`src/rtl/aes256_key_sched_ctrl_if.sv`:
```
// Key-load handshake, expander link and round-key read port of the AES-256
// key-schedule controller, grouped so the controller and its users share one bundle.
interface aes256_key_sched_ctrl_if #(
  parameter int KW = 256,
  parameter int BW = 128
);
  logic          key_valid;
  logic          key_ready;
  logic [KW-1:0] key_in;
  logic          exp_start;
  logic [KW-1:0] exp_key;
  logic [BW-1:0] exp_subkey;
  logic [3:0]    exp_cnt;
  logic          exp_valid;
  logic          rk_lock;
  logic [3:0]    rk_idx;
  logic [BW-1:0] rk_data;
  logic          keys_ready;
  logic          key_err;

  modport slave (
    input  key_valid, key_in, exp_subkey, exp_cnt, exp_valid, rk_lock, rk_idx,
    output key_ready, exp_start, exp_key, rk_data, keys_ready, key_err
  );

  modport master (
    output key_valid, key_in, exp_subkey, exp_cnt, exp_valid, rk_lock, rk_idx,
    input  key_ready, exp_start, exp_key, rk_data, keys_ready, key_err
  );
endinterface

```
`src/rtl/aes256_key_sched_ctrl.sv`:
```
// Sequences one AES-256 key expansion: accepts the key, kicks the expander,
// collects round keys 0..NR into a buffer and serves them over a registered read port.
module aes256_key_sched_ctrl #(
  parameter int NR = 14,
  parameter int KW = 256,
  parameter int BW = 128
) (
  input logic                     clk,
  input logic                     reset,
  aes256_key_sched_ctrl_if.slave  bus
);
  typedef enum logic [1:0] {IDLE, START, COLLECT, READY} state_t;

  localparam logic [3:0] LAST = 4'(NR);

  state_t        state;
  logic [3:0]    expected;
  logic [BW-1:0] rk [NR+1];
  logic          accept;

  // The cipher core's lock only withholds acceptance; a running collection carries on.
  assign bus.key_ready = ((state == IDLE) || (state == READY)) && !bus.rk_lock;
  assign accept        = bus.key_valid && bus.key_ready;

  always_ff @(posedge clk) begin
    if (reset) begin
      state          <= IDLE;
      expected       <= '0;
      bus.exp_start  <= 1'b0;
      bus.exp_key    <= '0;
      bus.keys_ready <= 1'b0;
      bus.key_err    <= 1'b0;
      bus.rk_data    <= '0;
      // NOTE: the buffer is reset on purpose so a reload abandoned by reset never leaves stale keys readable.
      for (int i = 0; i <= NR; i++) rk[i] <= '0;
    end else begin
      // NOTE: non-blocking reads here see the pre-edge buffer, so a same-cycle write returns the old value.
      bus.rk_data   <= (bus.rk_idx <= LAST) ? rk[bus.rk_idx] : '0;
      bus.exp_start <= 1'b0;

      case (state)
        IDLE, READY: begin
          if (accept) begin
            bus.exp_key    <= bus.key_in;
            rk[0]          <= bus.key_in[KW-1 -: BW];
            bus.keys_ready <= 1'b0;
            bus.key_err    <= 1'b0;
            bus.exp_start  <= 1'b1;
            state          <= START;
          end
        end
        START: begin
          expected <= 4'd1;
          state    <= COLLECT;
        end
        COLLECT: begin
          if (bus.exp_valid && (bus.exp_cnt == expected)) begin
            rk[bus.exp_cnt] <= bus.exp_subkey;
            expected        <= expected + 4'd1;
            if (bus.exp_cnt == LAST) begin
              bus.keys_ready <= 1'b1;
              state          <= READY;
            end
          end else begin
            // A gap or an out-of-order index breaks the schedule; abandon it.
            bus.key_err <= 1'b1;
            state       <= IDLE;
          end
        end
        default: state <= IDLE;
      endcase
    end
  end
endmodule
```
`src/flat_wrapper.sv`:
```
// flat-port wrapper written by rule: the top's interface ports become plain ports
module aes256_key_sched_ctrl_flat 
#(
  parameter int NR = 14,
  parameter int KW = 256,
  parameter int BW = 128
)
  (clk, reset, bus_key_valid, bus_key_in, bus_exp_subkey, bus_exp_cnt, bus_exp_valid, bus_rk_lock, bus_rk_idx, bus_key_ready, bus_exp_start, bus_exp_key, bus_rk_data, bus_keys_ready, bus_key_err);
  aes256_key_sched_ctrl_if #(.KW(KW), .BW(BW)) bus_i ();
  input logic clk;
  input logic reset;
  input wire logic [$bits(bus_i.key_valid)-1:0] bus_key_valid;
  input wire logic [$bits(bus_i.key_in)-1:0] bus_key_in;
  input wire logic [$bits(bus_i.exp_subkey)-1:0] bus_exp_subkey;
  input wire logic [$bits(bus_i.exp_cnt)-1:0] bus_exp_cnt;
  input wire logic [$bits(bus_i.exp_valid)-1:0] bus_exp_valid;
  input wire logic [$bits(bus_i.rk_lock)-1:0] bus_rk_lock;
  input wire logic [$bits(bus_i.rk_idx)-1:0] bus_rk_idx;
  output wire logic [$bits(bus_i.key_ready)-1:0] bus_key_ready;
  output wire logic [$bits(bus_i.exp_start)-1:0] bus_exp_start;
  output wire logic [$bits(bus_i.exp_key)-1:0] bus_exp_key;
  output wire logic [$bits(bus_i.rk_data)-1:0] bus_rk_data;
  output wire logic [$bits(bus_i.keys_ready)-1:0] bus_keys_ready;
  output wire logic [$bits(bus_i.key_err)-1:0] bus_key_err;
  assign bus_i.key_valid = bus_key_valid;
  assign bus_i.key_in = bus_key_in;
  assign bus_i.exp_subkey = bus_exp_subkey;
  assign bus_i.exp_cnt = bus_exp_cnt;
  assign bus_i.exp_valid = bus_exp_valid;
  assign bus_i.rk_lock = bus_rk_lock;
  assign bus_i.rk_idx = bus_rk_idx;
  assign bus_key_ready = bus_i.key_ready;
  assign bus_exp_start = bus_i.exp_start;
  assign bus_exp_key = bus_i.exp_key;
  assign bus_rk_data = bus_i.rk_data;
  assign bus_keys_ready = bus_i.keys_ready;
  assign bus_key_err = bus_i.key_err;
  aes256_key_sched_ctrl #(.NR(NR), .KW(KW), .BW(BW)) u_core (.clk(clk), .reset(reset), .bus(bus_i));
endmodule
```
`config.mk`:
```
export PLATFORM = sky130hd
export DESIGN_NAME = aes256_key_sched_ctrl_flat
export DESIGN_NICKNAME = d
export VERILOG_FILES = /design/src/rtl/aes256_key_sched_ctrl_if.sv /design/src/rtl/aes256_key_sched_ctrl.sv /design/src/flat_wrapper.sv
export SDC_FILE = /design/constraint.sdc
export NUM_CORES = 2
export LEC_CHECK = 0
export ABC_AREA = 1
export ABC_CLOCK_PERIOD_IN_PS = 20200
export BUFFER_PORTS_ARGS = -buffer_cell sky130_fd_sc_hd__buf_4
export CAP_MARGIN = 30
export CORE_ASPECT_RATIO = 0.5
export CORE_MARGIN = 4
export CORE_UTILIZATION = 40
export DETAILED_ROUTE_END_ITERATION = 10
export SLEW_MARGIN = 20
export SYNTH_ARGS = -nofsm -noshare
export SYNTH_HDL_FRONTEND = slang
export SYNTH_SLANG_ARGS = --single-unit
```
`constraint.sdc`:
```
create_clock -name clk -period 20.2 [get_ports clk]
set_input_delay 0 -clock clk [delete_from_list [all_inputs] [get_ports clk]]
set_output_delay 0 -clock clk [all_outputs]
set_load 0.02 [all_outputs]
```
Word-level counts from Yosys, hierarchy flattened

Memory sizes are Yosys's and may differ from the RTL's. A register that Yosys moved wholly into a read port is not among the register bits.
Index checks and enable logic that the tools add are counted.

Flip-flop bits (word level): 265
Bits in writable memories: 1920
Input bits: 397
Output and inout port bits: 388
Word-level logic and storage cells: 63
Memories kept: 1

Add/sub/neg operators: 1
$lt $le $gt $ge: 1
Eq/ne operators: 10
Muxes and demuxes: 26
Bitwise operators: 2
Reductions and logical operators: 16

Memories:

| name      | depth | width | read ports | clocked after memory_dff | write ports | line                        | RTL |
|---|---|---|---|---|---|---|---|
| u_core.rk | 15    | 128   | 1          | 1                        | 15          | aes256_key_sched_ctrl.sv:18 | `logic [BW-1:0] rk [NR+1];` |

Operators with widths:

| cell                                                                     | number |
|---|---|
| 128-bit two-way mux                                                      | 2 |
| 128-bit OR reduction                                                     | 1 |
| 1-bit two-way mux                                                        | 15 |
| 4-bit two-way mux                                                        | 2 |
| 4-bit one-hot mux with 2 select lines                                    | 1 |
| 2-bit two-way mux                                                        | 3 |
| 2-bit by 1-bit inequality test with 1-bit output (second input constant) | 3 |
| 2-bit one-hot mux with 3 select lines                                    | 1 |
| 2-bit AND reduction                                                      | 3 |
| 4-bit by 1-bit adder with 4-bit output (second input constant)           | 1 |
| 2-bit == test (second input constant)                                    | 2 |
| 4-bit == test                                                            | 1 |
| 4-bit == test (second input constant)                                    | 1 |
| 4-bit <= comparator (second input constant)                              | 1 |
| 1-bit one-hot mux with 2 select lines                                    | 2 |
| 4-bit AND reduction                                                      | 1 |
| 2-bit nonzero test                                                       | 2 |
| 2-bit OR reduction                                                       | 2 |
| 1-bit logical AND                                                        | 3 |
| 3-bit inequality test (second input constant)                            | 1 |
| 3-bit AND reduction                                                      | 1 |
| 2-bit by 1-bit == test with 1-bit output (second input constant)         | 1 |
| 2-bit logical NOT                                                        | 1 |
| 2-bit inequality test (second input constant)                            | 1 |
| other kinds (4)                                                          | 4 |

Logic depth before layout (Yosys ltp)

Depth in word-level cells: 10
Mapped depth: 13

Least setup slack after synthesis

OpenSTA, ideal clock, no wires.

Kind: register -> register
Start point: register u_core.state[0]
End point: memory u_core.rk[15][0], enable pin
Setup time: 773 ps
Arrival time: 9630 ps
Data required time: 19427 ps
Path slack: 9797 ps
Cell stages (with the launch flop): 7
Buffers on the path: 0
Period minus slack after synthesis: 10403 ps
Path through: dfxtp_1 > inv_1 > ha_1 > inv_1 > nor2_1 > nand2_4 > nor3_1

RTL lines:

| element                  | line                        | RTL |
|---|---|---|
| start: declaration       | aes256_key_sched_ctrl.sv:16 | `state_t state;` |
| start signal: assignment | aes256_key_sched_ctrl.sv:27 | `state <= IDLE;` |
| start signal: assignment | aes256_key_sched_ctrl.sv:49 | `state <= START;` |
| start signal: assignment | aes256_key_sched_ctrl.sv:54 | `state <= COLLECT;` |
| end: declaration         | aes256_key_sched_ctrl.sv:18 |  |

==> run metrics <==
status finished, final reports clean; worst rel slew slack 0.218; Hold Crit Class input port to flip-flop; DRC viols 0; fraction of final layout cells sized beyond drive strength 1 0.115; placed cells ~13000; H-tree depth 4; Final Hold Viols 0; Top FF cell, synth edfxtp_1; Peak Freq approximately 150 MHz; Initial Utilization 0.404; Yosys reg bits 2441; worst-case clock buffer depth 4; Final Critical Period roughly 6500 ps; total of cells resized after clock tree synthesis 0; Post-synth EDFFs approximately 2000; Yosys warning count 0; std cell rows 130; Mapped Nets 10200; Peak VDD IR slightly above 70 µV; post-route ant nets 0; Cell Count, Final, Fillers Out 14600; Yosys top cell by area edfxtp_1; Pleak 0.0503 µW; # hold bufs at CTS between 800 and 900; Synth Area per Inst between 10 and 15 µm²; GPL Wtd Cong between 0.8 and 0.9; drt first pass iters 6; HPWL Detailed roughly 190 mm; io pins between 700 and 800; number of buffers created by CTS ~230; highest metal used met5; WL met2 ~170 mm; met1 WL between 100 and 150 mm; Sw Share 0.250; clock-pin transition on the worst setup and hold timing paths ~70 ps; DR WL/cell between 20 and 25 µm; period utilization 0.321; mapped cell area slightly above 0.1 mm²; most common cell in the netlist nor2_1; Remaining Overflow, GRT 0; Pwr Density around 90 mW/mm²; routed wire length 341 mm; met3 WL post-DR 22.7 mm; setup violators final 0; die area between 0.2 and 0.3 mm²; Psw ~2800 µW; arrival time worst endpoint ~6900 ps; clock latency on the worst-skew pair about 870 ps; asr flop ratio synth 0; DIE WIDTH 722 µm; clock skew 49.5 ps; crit-path max cell delay approximately 840 ps; initial drt markers 8180; Sink Count about 2400; largest net degree at the start of global routing 194; worst path required time about 21000 ps; Nets between 10000 and 15000; Via Count 79200; GR Util All Layers 0.251; Synth top cells by count 3092 x nor2_1, 2048 x edfxtp_1, 1140 x o21ai_0, 961 x nand2_1, 476 x clkbuf_1; Crit-path slowest cell buf_4; Post-Route Setup TNS 0 ps; CP Max Fanout 53; worst reg2reg setup slack around 14000 ps; clock share of power 0.376; clk root buf clkbuf_16; largest cells by area after synthesis edfxtp_1 60%, nor2_1 11%, dfxtp_1 7.7%, o21ai_0 5.6%, nand2_1 3.5%; Pins Over Slew Limit 0; Reg power frac 0.512; type of origin of the critical path flip-flop; via count of the first global-routing pass slightly below 80000; Max Cap Violations 0; Via-to-Cell Ratio around 5.4; Least-Margin Pin Slew between 1000 and 1500 ps; DIE HEIGHT about 360 µm; Gate Count Post-Synth just under 10000; setup bufs post-CTS 0; input/output buffers a little under 800; initial antenna violation count 21; core footprint between 0.2 and 0.3 mm²; CP Cell Sequence nand2_1, nand2_1, dlygate4sd3_1, nor2_1, dlygate4sd3_1, nand3_2, dlygate4sd3_1, inv_2, nand2_4, nor2_2, nand2_4, nand2_4, buf_4, buf_4; first-pass GRT wire length slightly above 500 mm; worst setup path class flip-flop to flip-flop; register area share after synthesis 0.681; CP endpoint kind flip-flop; Yosys top cell area share 0.603; Cell Int Power 8480 µW; unrepaired setup endpoints after global routing no; combinational power share 0.112; CTS tree done; Area Growth Syn to Fin 23.4%; Synth cell types 28
==> logic make-up after synthesis <==
kind of cell | Yosys count | share of synthesized area
AO/OA/AOI/OAI | 1932 | 0.109
buffers and inverters | 1244 | 0.0534
flip-flops | 2441 | 0.681
adder cells (fa/ha/maj) | 3 | 0.000368
AND/OR/NAND/NOR | 4199 | 0.157
==> area by class of cell <==
class	instances	area (µm²)
flip-flops and latches	2441	69400
inverters	411	1580
clock buffers	318	6390
well taps	3366	4210
clock inverters	90	703
diodes	18	45.0
multi-input cells	6134	27400
repair buffers	1792	16100
fillers	22300	127000
==> worst max-delay path, delay by kind of cell (launching register included) <==
family                 cells  cell delay, ps
buffers and inverters      6            3470
AND/OR/NAND/NOR            8            2080
flip-flops                 1             350
==> registers in the layout (all words and copies together), names as in the netlist <==
signal and count:
u_core.bus.exp_key 256, u_core.bus.exp_start 1, u_core.bus.key_err 1, u_core.bus.keys_ready 1, u_core.bus.rk_data 128, u_core.expected 4, u_core.rk 2048, u_core.state 2
==> metrics by stage <==
stage / utilization / area [µm²] / power, µW / worst slack, ps / hold WS (ps)
3_3_place_gp: 0.434 / 109000 / 6980 / 15300 / 188
6_report: 0.498 / 126000 / 11300 / 13720 / 70.9
2_1_floorplan: - / 102000 / 6500 / 9800 / 69.1
3_5_place_dp: 0.435 / 110000 / 7000 / 15220 / 189
5_1_grt: 0.498 / 126000 / 11700 / 13430 / 38.8
4_1_cts: 0.497 / 125000 / 11300 / 13780 / 1.99
==> path summary, 6_finish.rpt <==
kind / startpoint / end / depth (start not counted)
setup reg to reg: u_core.expected[0]$_SDFFE_PP0P_ / u_core.rk[1][88]$_SDFFCE_PN0P_ / 14
setup / recovery: u_core.expected[0]$_SDFFE_PP0P_ / u_core.rk[1][88]$_SDFFCE_PN0P_ / 14
hold reg to reg: u_core.bus.exp_key[228]$_SDFFE_PP0N_ / u_core.bus.exp_key[228]$_SDFFE_PP0N_ / 2
hold / removal: bus_key_in[133] / u_core.bus.exp_key[133]$_SDFFE_PP0N_ / 4
==> per-layer routing <==
layer  vias up  global-route usage
met5         -                   0
met4         2               0.103
met3       666              0.0317
met2      3236               0.429
met1     39500               0.325
li1      35700                   -
==> layout by cell type (no fill, tap or decap), types with 31 or more instances in the layout <==
cell type / synthesis / routed
nor2_1: 3092 / 3090
edfxtp_1: 2048 / 2048
o21ai_0: 1140 / 1140
nand2_1: 961 / 933
buf_4: 30 / 892
dlygate4sd3_1: 0 / 874
inv_1: 403 / 399
dfxtp_1: 393 / 393
o22ai_1: 256 / 256
o211ai_1: 256 / 256
clkbuf_16: 0 / 233
a21oi_1: 136 / 136
nand3_1: 136 / 135
a22o_1: 128 / 128
clkbuf_1: 476 / 58
clkinv_1: 2 / 40
clkinv_2: 0 / 31
==> power groups by stage <==
stage / clock network, µW / logic, µW / registers [µW]
finish: 4250 / 1270 / 5790
global route: 4500 / 1360 / 5800
CTS: 4300 / 1260 / 5780
detailed placement: 0 / 1110 / 5890
global placement: 0 / 1090 / 5890
floorplan: 0 / 522 / 5980
No activity file was read; power rests on OpenSTA's default activity.
